### src/rtl/reduce_unit_seq.sv
// Multi-cycle bit-reduction unit: zero / all-ones / parity / leading-zero count.
// Scans the latched operand CHUNK bits per clock, MSB chunk first, valid/ready on both sides.
module reduce_unit_seq #(
  parameter  int WIDTH = 32,
  parameter  int CHUNK = 8,
  localparam int CW    = $clog2(WIDTH+1)
) (
  input  logic             clk,
  input  logic             rst_n,
  input  logic             flush_i,
  input  logic             in_valid_i,
  output logic             in_ready_o,
  input  logic [WIDTH-1:0] in_a_i,
  input  logic [1:0]       in_mode_i,
  output logic             out_valid_o,
  input  logic             out_ready_i,
  output logic             result_flag_o,
  output logic [CW-1:0]    result_cnt_o,
  output logic             busy_o
);
  localparam int N  = WIDTH / CHUNK;
  localparam int KW = (N > 1) ? $clog2(N) : 1;

  typedef enum logic [1:0] {IDLE, RUN, DONE} state_t;

  state_t           state_q, state_d;
  logic [WIDTH-1:0] a_q, a_d;
  logic [1:0]       mode_q, mode_d;
  logic [KW-1:0]    k_q, k_d;
  logic             or_q, or_d, and_q, and_d, xor_q, xor_d, seen_q, seen_d;
  logic [CW-1:0]    lz_q, lz_d;
  logic             flag_q, flag_d;
  logic [CW-1:0]    cnt_q, cnt_d;
  logic [CHUNK-1:0] chunk;

  // Operand is shifted left each RUN cycle, so the current chunk is always the top slice.
  assign chunk = a_q[WIDTH-1 -: CHUNK];

  function automatic logic [CW-1:0] clz(input logic [CHUNK-1:0] c);
    clz = CW'(CHUNK);
    for (int i = 0; i < CHUNK; i++)
      if (c[i]) clz = CW'(CHUNK - 1 - i);
  endfunction

  always_comb begin
    state_d = state_q;
    a_d     = a_q;
    mode_d  = mode_q;
    k_d     = k_q;
    or_d    = or_q;
    and_d   = and_q;
    xor_d   = xor_q;
    seen_d  = seen_q;
    lz_d    = lz_q;
    flag_d  = flag_q;
    cnt_d   = cnt_q;
    case (state_q)
      IDLE: if (in_valid_i) begin
        a_d     = in_a_i;
        mode_d  = in_mode_i;
        k_d     = '0;
        or_d    = 1'b0;
        and_d   = 1'b1;
        xor_d   = 1'b0;
        seen_d  = 1'b0;
        lz_d    = '0;
        state_d = RUN;
      end
      RUN: begin
        a_d   = a_q << CHUNK;
        k_d   = k_q + KW'(1);
        or_d  = or_q | (|chunk);
        and_d = and_q & (&chunk);
        xor_d = xor_q ^ (^chunk);
        if (!seen_q) begin
          lz_d   = lz_q + clz(chunk);
          seen_d = |chunk;
        end
        if (k_q == KW'(N-1)) begin
          state_d = DONE;
          cnt_d   = '0;
          case (mode_q)
            2'b00: flag_d = ~or_d;
            2'b01: flag_d = and_d;
            2'b10: flag_d = xor_d;
            default: begin
              flag_d = (lz_d == CW'(WIDTH));
              cnt_d  = lz_d;
            end
          endcase
        end
      end
      DONE: if (out_ready_i) begin
        state_d = IDLE;
        flag_d  = 1'b0;
        cnt_d   = '0;
      end
      default: state_d = IDLE;
    endcase
    // Abort beats any same-cycle accept or result handshake.
    if (flush_i) begin
      state_d = IDLE;
      flag_d  = 1'b0;
      cnt_d   = '0;
    end
  end

  always_ff @(posedge clk or negedge rst_n) begin
    if (!rst_n) begin
      state_q <= IDLE;
      a_q     <= '0;
      mode_q  <= '0;
      k_q     <= '0;
      or_q    <= 1'b0;
      and_q   <= 1'b1;
      xor_q   <= 1'b0;
      seen_q  <= 1'b0;
      lz_q    <= '0;
      flag_q  <= 1'b0;
      cnt_q   <= '0;
    end else begin
      state_q <= state_d;
      a_q     <= a_d;
      mode_q  <= mode_d;
      k_q     <= k_d;
      or_q    <= or_d;
      and_q   <= and_d;
      xor_q   <= xor_d;
      seen_q  <= seen_d;
      lz_q    <= lz_d;
      flag_q  <= flag_d;
      cnt_q   <= cnt_d;
    end
  end

  assign in_ready_o    = (state_q == IDLE);
  assign out_valid_o   = (state_q == DONE);
  assign busy_o        = (state_q != IDLE);
  assign result_flag_o = flag_q;
  assign result_cnt_o  = cnt_q;
endmodule

### config.mk
export PLATFORM = sky130hd
export DESIGN_NAME = reduce_unit_seq
export DESIGN_NICKNAME = d
export VERILOG_FILES = /design/src/rtl/reduce_unit_seq.sv
export SDC_FILE = /design/constraint.sdc
export NUM_CORES = 1
export LEC_CHECK = 0
export CAP_MARGIN = 25
export CORE_UTILIZATION = 53
export DETAILED_ROUTE_END_ITERATION = 6
export HOLD_SLACK_MARGIN = 0.15
export PLACE_DENSITY_LB_ADDON = 0.25
export SYNTH_ARGS = -nofsm -noshare
export SYNTH_HDL_FRONTEND = slang
export SYNTH_SLANG_ARGS = --single-unit
### constraint.sdc
create_clock -name clk -period 3.58 [get_ports clk]
set_clock_uncertainty 0.15 [all_clocks]
set_input_delay 0.537 -clock clk [delete_from_list [all_inputs] [get_ports clk]]
set_output_delay 0.537 -clock clk [all_outputs]
set_load 0.02 [all_outputs]
==> results of run 1 <==
## repair_timing
| item | 4_1_cts | 5_1_grt |
|---|---|---|
| hold endpoints to repair | 28 | 0 |
| setup buffers | 0 | 0 |
| hold buffers | 1 | 0 |
## worst min-delay path by stage
stage	to	slack, ns	from	cells past startpoint
after global placement	result_cnt_o[1]	0.31	result_cnt_o[1]	2
final	result_cnt_o[0]	0.35	result_cnt_o[0]	2
after floorplan	a_q[0]	0.09	rst_n	0
after detailed placement	result_cnt_o[1]	0.33	result_cnt_o[1]	2
after CTS	result_cnt_o[1]	0.36	result_cnt_o[1]	2
after global routing	k_q[1]	0.38	k_q[1]	2
## metrics by stage
step	utilization	power (uW)	cell area, um2	hold slack (ns)
global placement	0.652	1600	3370	0.311
floorplan	-	1430	2870	0.0914
detailed placement	0.652	1640	3370	0.333
global route	0.677	2190	3500	0.377
CTS	0.677	2070	3500	0.357
finish	0.677	2060	3500	0.345
## worst max-delay path, cell delays in order, from the launching register on
cell and delay [ns]:
dfrtp_1 0.40, inv_1 0.10, ha_1 0.14, o21ai_0 0.08, a21oi_1 0.15, nor2_1 0.05, nor2_1 0.09, ha_1 0.16
inv_1 0.05, fa_1 0.38, nand2b_1 0.15, a211oi_1 0.34, xor2_1 0.14, or4b_1 0.57, a22oi_2 0.18
## cell usage in the layout (no fill, tap or decap), types with 2 or more instances in the layout
cell type	Yosys	final
nand3_1	14	14
a21oi_1	2	2
nor3_1	4	4
dfrtp_1	54	54
nand4_1	3	3
mux2i_1	2	2
and3_1	2	2
nor3b_1	3	3
clkdlybuf4s50_1	0	47
xnor2_1	2	2
inv_1	15	15
o2bb2ai_1	2	2
a22oi_1	2	2
buf_4	1	3
o22ai_1	24	24
o31ai_1	3	3
nand2_1	40	40
clkbuf_8	0	5
nor2b_1	4	4
ha_1	14	14
a22o_1	4	4
a31oi_1	9	9
o21a_1	2	2
nor2_1	47	47
xor2_1	4	4
nand2b_1	3	2
o21ai_0	12	12
and2_1	2	2
## per-layer routing
metal | share of wire | global-route usage | wire length (um) | vias to the layer above
li1 | - | - | - | 1158
met1 | 0.47 | 0.326 | 2940 | 1103
met2 | 0.48 | 0.393 | 3000 | 37
met3 | 0.033 | 0.0542 | 208 | 11
met4 | 0.017 | 0.0741 | 107 | 0
met5 | 0 | 0 | 0 | -
## power groups by stage
stage	clock (uW)	sequential, uW	combinational (uW)
after detailed placement	0	895	740
after global placement	0	887	713
after floorplan	0	856	571
final	432	882	744
after CTS	436	882	749
after global routing	457	904	827
## flip-flops by register name (all words and copies together) (netlist names)
| signal | count |
|---|---|
| a_q | 32 |
| lz_q | 6 |
| result_cnt_o | 6 |
| k_q | 2 |
| mode_q | 2 |
| state_q | 2 |
| and_q | 1 |
| or_q | 1 |
| result_flag_o | 1 |
| seen_q | 1 |
| xor_q | 1 |
## cells by family after synthesis
kind of cell    count (synthesis)
flops                          55
simple gates                  131
fa+ha+maj                      15
mux                             2
compound gates                 66
buf+inv                        31
xor+xnor                        7
## layout make-up
cell class	instances	area [um2]	area share
Clock inverter	3	47.5	0.0136
Sequential cell	55	1380	0.393
Inverter	15	56.3	0.0161
Tap cell	70	87.6	0.0250
Clock buffer	5	68.8	0.0197
Timing Repair Buffer	52	508	0.145
Multi-Input combinational cell	221	1360	0.387
==> run_results.csv, run 1 <==
group,metric,value,unit
outcome,status,"completed",
yosys,syn_nets,361,
yosys,synth_area_per_cell,9.35,um2
yosys,syn_inst,307,
yosys,synth_xor_area_frac,0.0262,
detailed_routing,drc_errors,0,
final_layout,diodes,0,
placement,place_hpwl,4420,um
detailed_routing,postRouteAntennaNets,0,
detailed_routing,initialDrtViolationCount,115,
pwr,peakVddDrop,0.302,mV
yosys,yosysWarnings,0,
critical_path,r2r_start,"a_q[25]",
clock_network,clock_path_buffers,2,
detailed_routing,drt-wirelength-per-cell,14.9,um
yosys,synth_flop_cell,"dfrtp_1",
critical_path,critPathKind,"reg2reg",
global_routing,grt_max_degree,53,
clock_network,cts_tree,"yes",
timing,worst_pin_slew,0.802,ns
final_layout,fin_cells,421,
floorplan,die_w,75.6,um
placement,io_buffers,48,
final_layout,synthToLayoutAreaGrowth,22.0,%
global_routing,grt_pass1_vias,2190,
timing,period_needed,3.20,ns
critical_path,crit_arrival,3.30,ns
worst_hold_path,hp-class,"reg2reg",
yosys,ys_seq_area_frac,0.480,
timing,slew_headroom,0.464,
critical_path,worstSetupEndpoint,"result_flag_o",
floorplan,die_y,75.6,um
detailed_routing,routed_wirelength,6250,um
floorplan,num_rows,26,
global_routing,grt_pass1_wl,10200,um
yosys,async_reset_ff_frac,1.00,
yosys,synth-compound-area-share,0.159,
job,drv_cap,0,
clock_network,cts.repair.resized,0,
critical_path,start_kind,"register",
critical_path,r2r_cells,14,
clock_network,cts_buffers,5,
timing,drv_slew,0,
clock_network,clock_latency,0.32,ns
timing,hold_violations,0,
timing,setup_ws,0.378,ns
floorplan,io_pins,49,
detailed_routing,viasPerCell,5.48,
global_routing,grt_use_total,0.242,
clock_network,cts_root_buf,"clkbuf_8",
pwr,seqPwrFrac,0.429,
global_routing,antenna_found_initial,0,
floorplan,core_area,5170,um2
critical_path,cp_max_fo,3,
critical_path,required,3.68,ns
pwr,leakagePower,0.00159,uW
critical_path,r2r_end,"result_flag_o",
pwr,pwr-share-comb,0.362,
timing,tns,0,ns
floorplan,initial_utilization,0.555,
yosys,yosysMostFrequentCell,"dfrtp_1",
detailed_routing,vias,2309,
timing,grt_setup_unrepaired,"no",
placement,post-place-cells,412,
placement,dp_slack,0.398,ns
detailed_routing,firstDrtPassIters,4,
clock_network,clkTransAtPathRegs,0.11,ns
clock_network,cts.sinks,55,
clock_network,h-tree-depth,2,
placement,gp_congestion,0.820,
timing,setup_viol,0,
yosys,synth.top_cell.area_share,0.471,
pwr,internal_power,1320,uW
yosys,synthMuxAreaShare,0.00697,
yosys,synth_top_area_cell,"dfrtp_1",
yosys,synth-seq-cells,55,
yosys,synth_common_cells,"dfrtp_1, nor2_1, nand2_1",
yosys,synth_edf_count,0,
pwr,clkPwrFrac,0.210,
yosys,synth_cell_types,49,
critical_path,r2r_slack,0.38,ns
pwr,p_sw_frac,0.357,
critical_path,cp-end-kind,"register",
final_layout,n_fill_cell,411,
yosys,synthAdderAreaFrac,0.0680,
timing,max_freq,312,MHz
yosys,synthesis.area,2870,um2
pwr,switchingPower,735,uW
pwr,p_per_area,588,nW/um2
final_layout,nNetsFinal,404,
global_routing,grt-ovfl-total,0,
yosys,netlist_top_cells_area,"dfrtp_1, nor2_1, ha_1",
yosys,synth_simple_gate_area_share,0.211,
yosys,synth_top_family_by_area,"simple AND/OR/NAND/NOR gates",
final_layout,drive_above_1_share,0.0598,
critical_path,startpoint,"a_q[25]",
timing,fin_crit_sh,0.894,
floorplan,dieArea,5710,um2
Power figures use the tool's default switching activity.
==> run 2, diff against run 1 <==
--- a/config.mk
+++ b/config.mk
@@ -8,7 +8,6 @@
 export CAP_MARGIN = 25
 export CORE_UTILIZATION = 53
 export DETAILED_ROUTE_END_ITERATION = 6
-export HOLD_SLACK_MARGIN = 0.15
 export PLACE_DENSITY_LB_ADDON = 0.25
 export SYNTH_ARGS = -nofsm -noshare
 export SYNTH_HDL_FRONTEND = slang
==> run_results.csv, run 2 (synthesis gave the netlist of run 1 again) <==
group,metric,value,unit
global_routing,grt-ovfl-total,0,
floorplan,initial_utilization,0.555,
critical_path,startpoint,"a_q[25]",
global_routing,grt_max_degree,53,
clock_network,clock_latency,0.32,ns
placement,place_hpwl,4420,um
clock_network,clock_path_buffers,2,
worst_hold_path,hp-class,"in2async",
global_routing,grt_pass1_wl,10200,um
final_layout,n_fill_cell,410,
detailed_routing,wl_met3,200,um
floorplan,die_y,75.6,um
clock_network,cts_tree,"yes",
clock_network,cts.repair.resized,0,
timing,hold_violations,0,
timing,max_freq,313,MHz
clock_network,clkTransAtPathRegs,0.11,ns
timing,grt_setup_unrepaired,"no",
critical_path,r2r_cells,14,
detailed_routing,viasPerCell,5.51,
global_routing,grt_pass1_vias,2187,
timing,setup_viol,0,
clock_network,cts.sinks,55,
clock_network,postCtsSetupBuffers,0,
final_layout,nNetsFinal,403,
detailed_routing,postRouteAntennaNets,0,
placement,io_buffers,48,
detailed_routing,initialDrtViolationCount,105,
job,drv_cap,0,
detailed_routing,drc_errors,0,
critical_path,required,3.68,ns
timing,slew_headroom,0.460,
floorplan,dieArea,5710,um2
critical_path,start_kind,"register",
pwr,p_per_area,588,nW/um2
clock_network,cts_buffers,5,
global_routing,antenna_found_initial,0,
final_layout,drive_above_1_share,0.0600,
timing,fin_crit_sh,0.893,
pwr,peakVddDrop,0.300,mV
detailed_routing,routed_wirelength,6220,um
final_layout,final_cell_area,3490,um2
outcome,status,"completed",
floorplan,io_pins,49,
floorplan,num_rows,26,
critical_path,r2r_start,"a_q[25]",
floorplan,core_area,5170,um2
critical_path,crit_arrival,3.30,ns
timing,tns,0,ns
timing,period_needed,3.20,ns
placement,gp_congestion,0.820,
final_layout,largest_reg_flops,32,
critical_path,critPathKind,"reg2reg",
clock_network,h-tree-depth,2,
detailed_routing,firstDrtPassIters,4,
detailed_routing,vias,2314,
detailed_routing,m1WireLength,2910,um
global_routing,grt_use_total,0.242,
critical_path,cp-end-kind,"register",
detailed_routing,drt-wirelength-per-cell,14.8,um
placement,place_area,3370,um2
clock_network,cts_hold_buffers,0,
floorplan,die_w,75.6,um
detailed_routing,dr_wl_met2,3010,um
final_layout,layout_common_cells,"dfrtp_1, nor2_1, clkdlybuf4s50_1",
final_layout,top_register,"a_q",
final_layout,synthToLayoutAreaGrowth,21.6,%
final_layout,final_common_cell,"dfrtp_1",
timing,worst_pin_slew,0.808,ns
timing,drv_slew,0,
pwr,leakagePower,0.00159,uW
final_layout,diodes,0,
critical_path,cp_max_fo,3,
detailed_routing,top_layer,"met4",
clock_network,cts_root_buf,"clkbuf_8",
-- run 2: cell count changes in the layout (fill, tap and decap cells not counted), sizes merged --
cell and delta:
dlygate4sd3 -1
-- run 2: per-layer routing --
layer  up-vias  track usage
li1       1158            -
met4         0       0.0741
met5         -            0
met1      1108        0.326
met2        37        0.392
met3        11       0.0542
-- run 2: worst paths after layout --
| kind | end | slack (ns) |
|---|---|---|
| worst max register to register | result_flag_o | 0.38 |
| worst min register to register | result_cnt_o[0] | 0.34 |
| worst min-delay path | or_q | 0.09 |
| max in group asynchronous | a_q[2] | 2.41 |
| min in group clk | result_cnt_o[0] | 0.34 |
| worst max-delay path | result_flag_o | 0.38 |
-- run 2: through the flow --
stage | cells | worst slack [ns] | hold slack, ns | util | power (uW)
finish | 420 | 0.382 | 0.0887 | 0.675 | 2050
global route | 420 | 0.0724 | 0.152 | 0.675 | 2190
CTS | 420 | 0.379 | 0.111 | 0.675 | 2070
detailed placement | 412 | 0.398 | 0.333 | 0.652 | 1640
global placement | 412 | 0.477 | 0.311 | 0.652 | 1600
floorplan | 307 | 0.609 | 0.0914 | - | 1430
-- run 2: cell type report --
class / count / area, um2 / area share
multi-input combinational: 221 / 1360 / 0.388
tap: 70 / 87.6 / 0.0251
clock inverter: 3 / 47.5 / 0.0136
inverter: 15 / 56.3 / 0.0161
clock buffer: 5 / 68.8 / 0.0197
timing repair buffer: 51 / 498 / 0.143
sequential: 55 / 1380 / 0.395
-- run 2: power breakdown --
group	leakage [uW]	internal [uW]	switching (uW)	total, uW
sequential	0.000681	764	119	882
combinational	0.000848	346	397	743
clock	0.0000587	212	216	429
total	0.00159	1320	732	2050
-- run 2: worst max-delay path: stages, from the launching register on --
cell and delay, ns:
dfrtp_1 0.40, inv_1 0.10, ha_1 0.14, o21ai_0 0.08, a21oi_1 0.15, nor2_1 0.05, nor2_1 0.09, ha_1 0.16
inv_1 0.05, fa_1 0.52, nor3b_1 0.20, o221a_2 0.22, nand4_1 0.10, or4b_1 0.54, a22oi_2 0.18
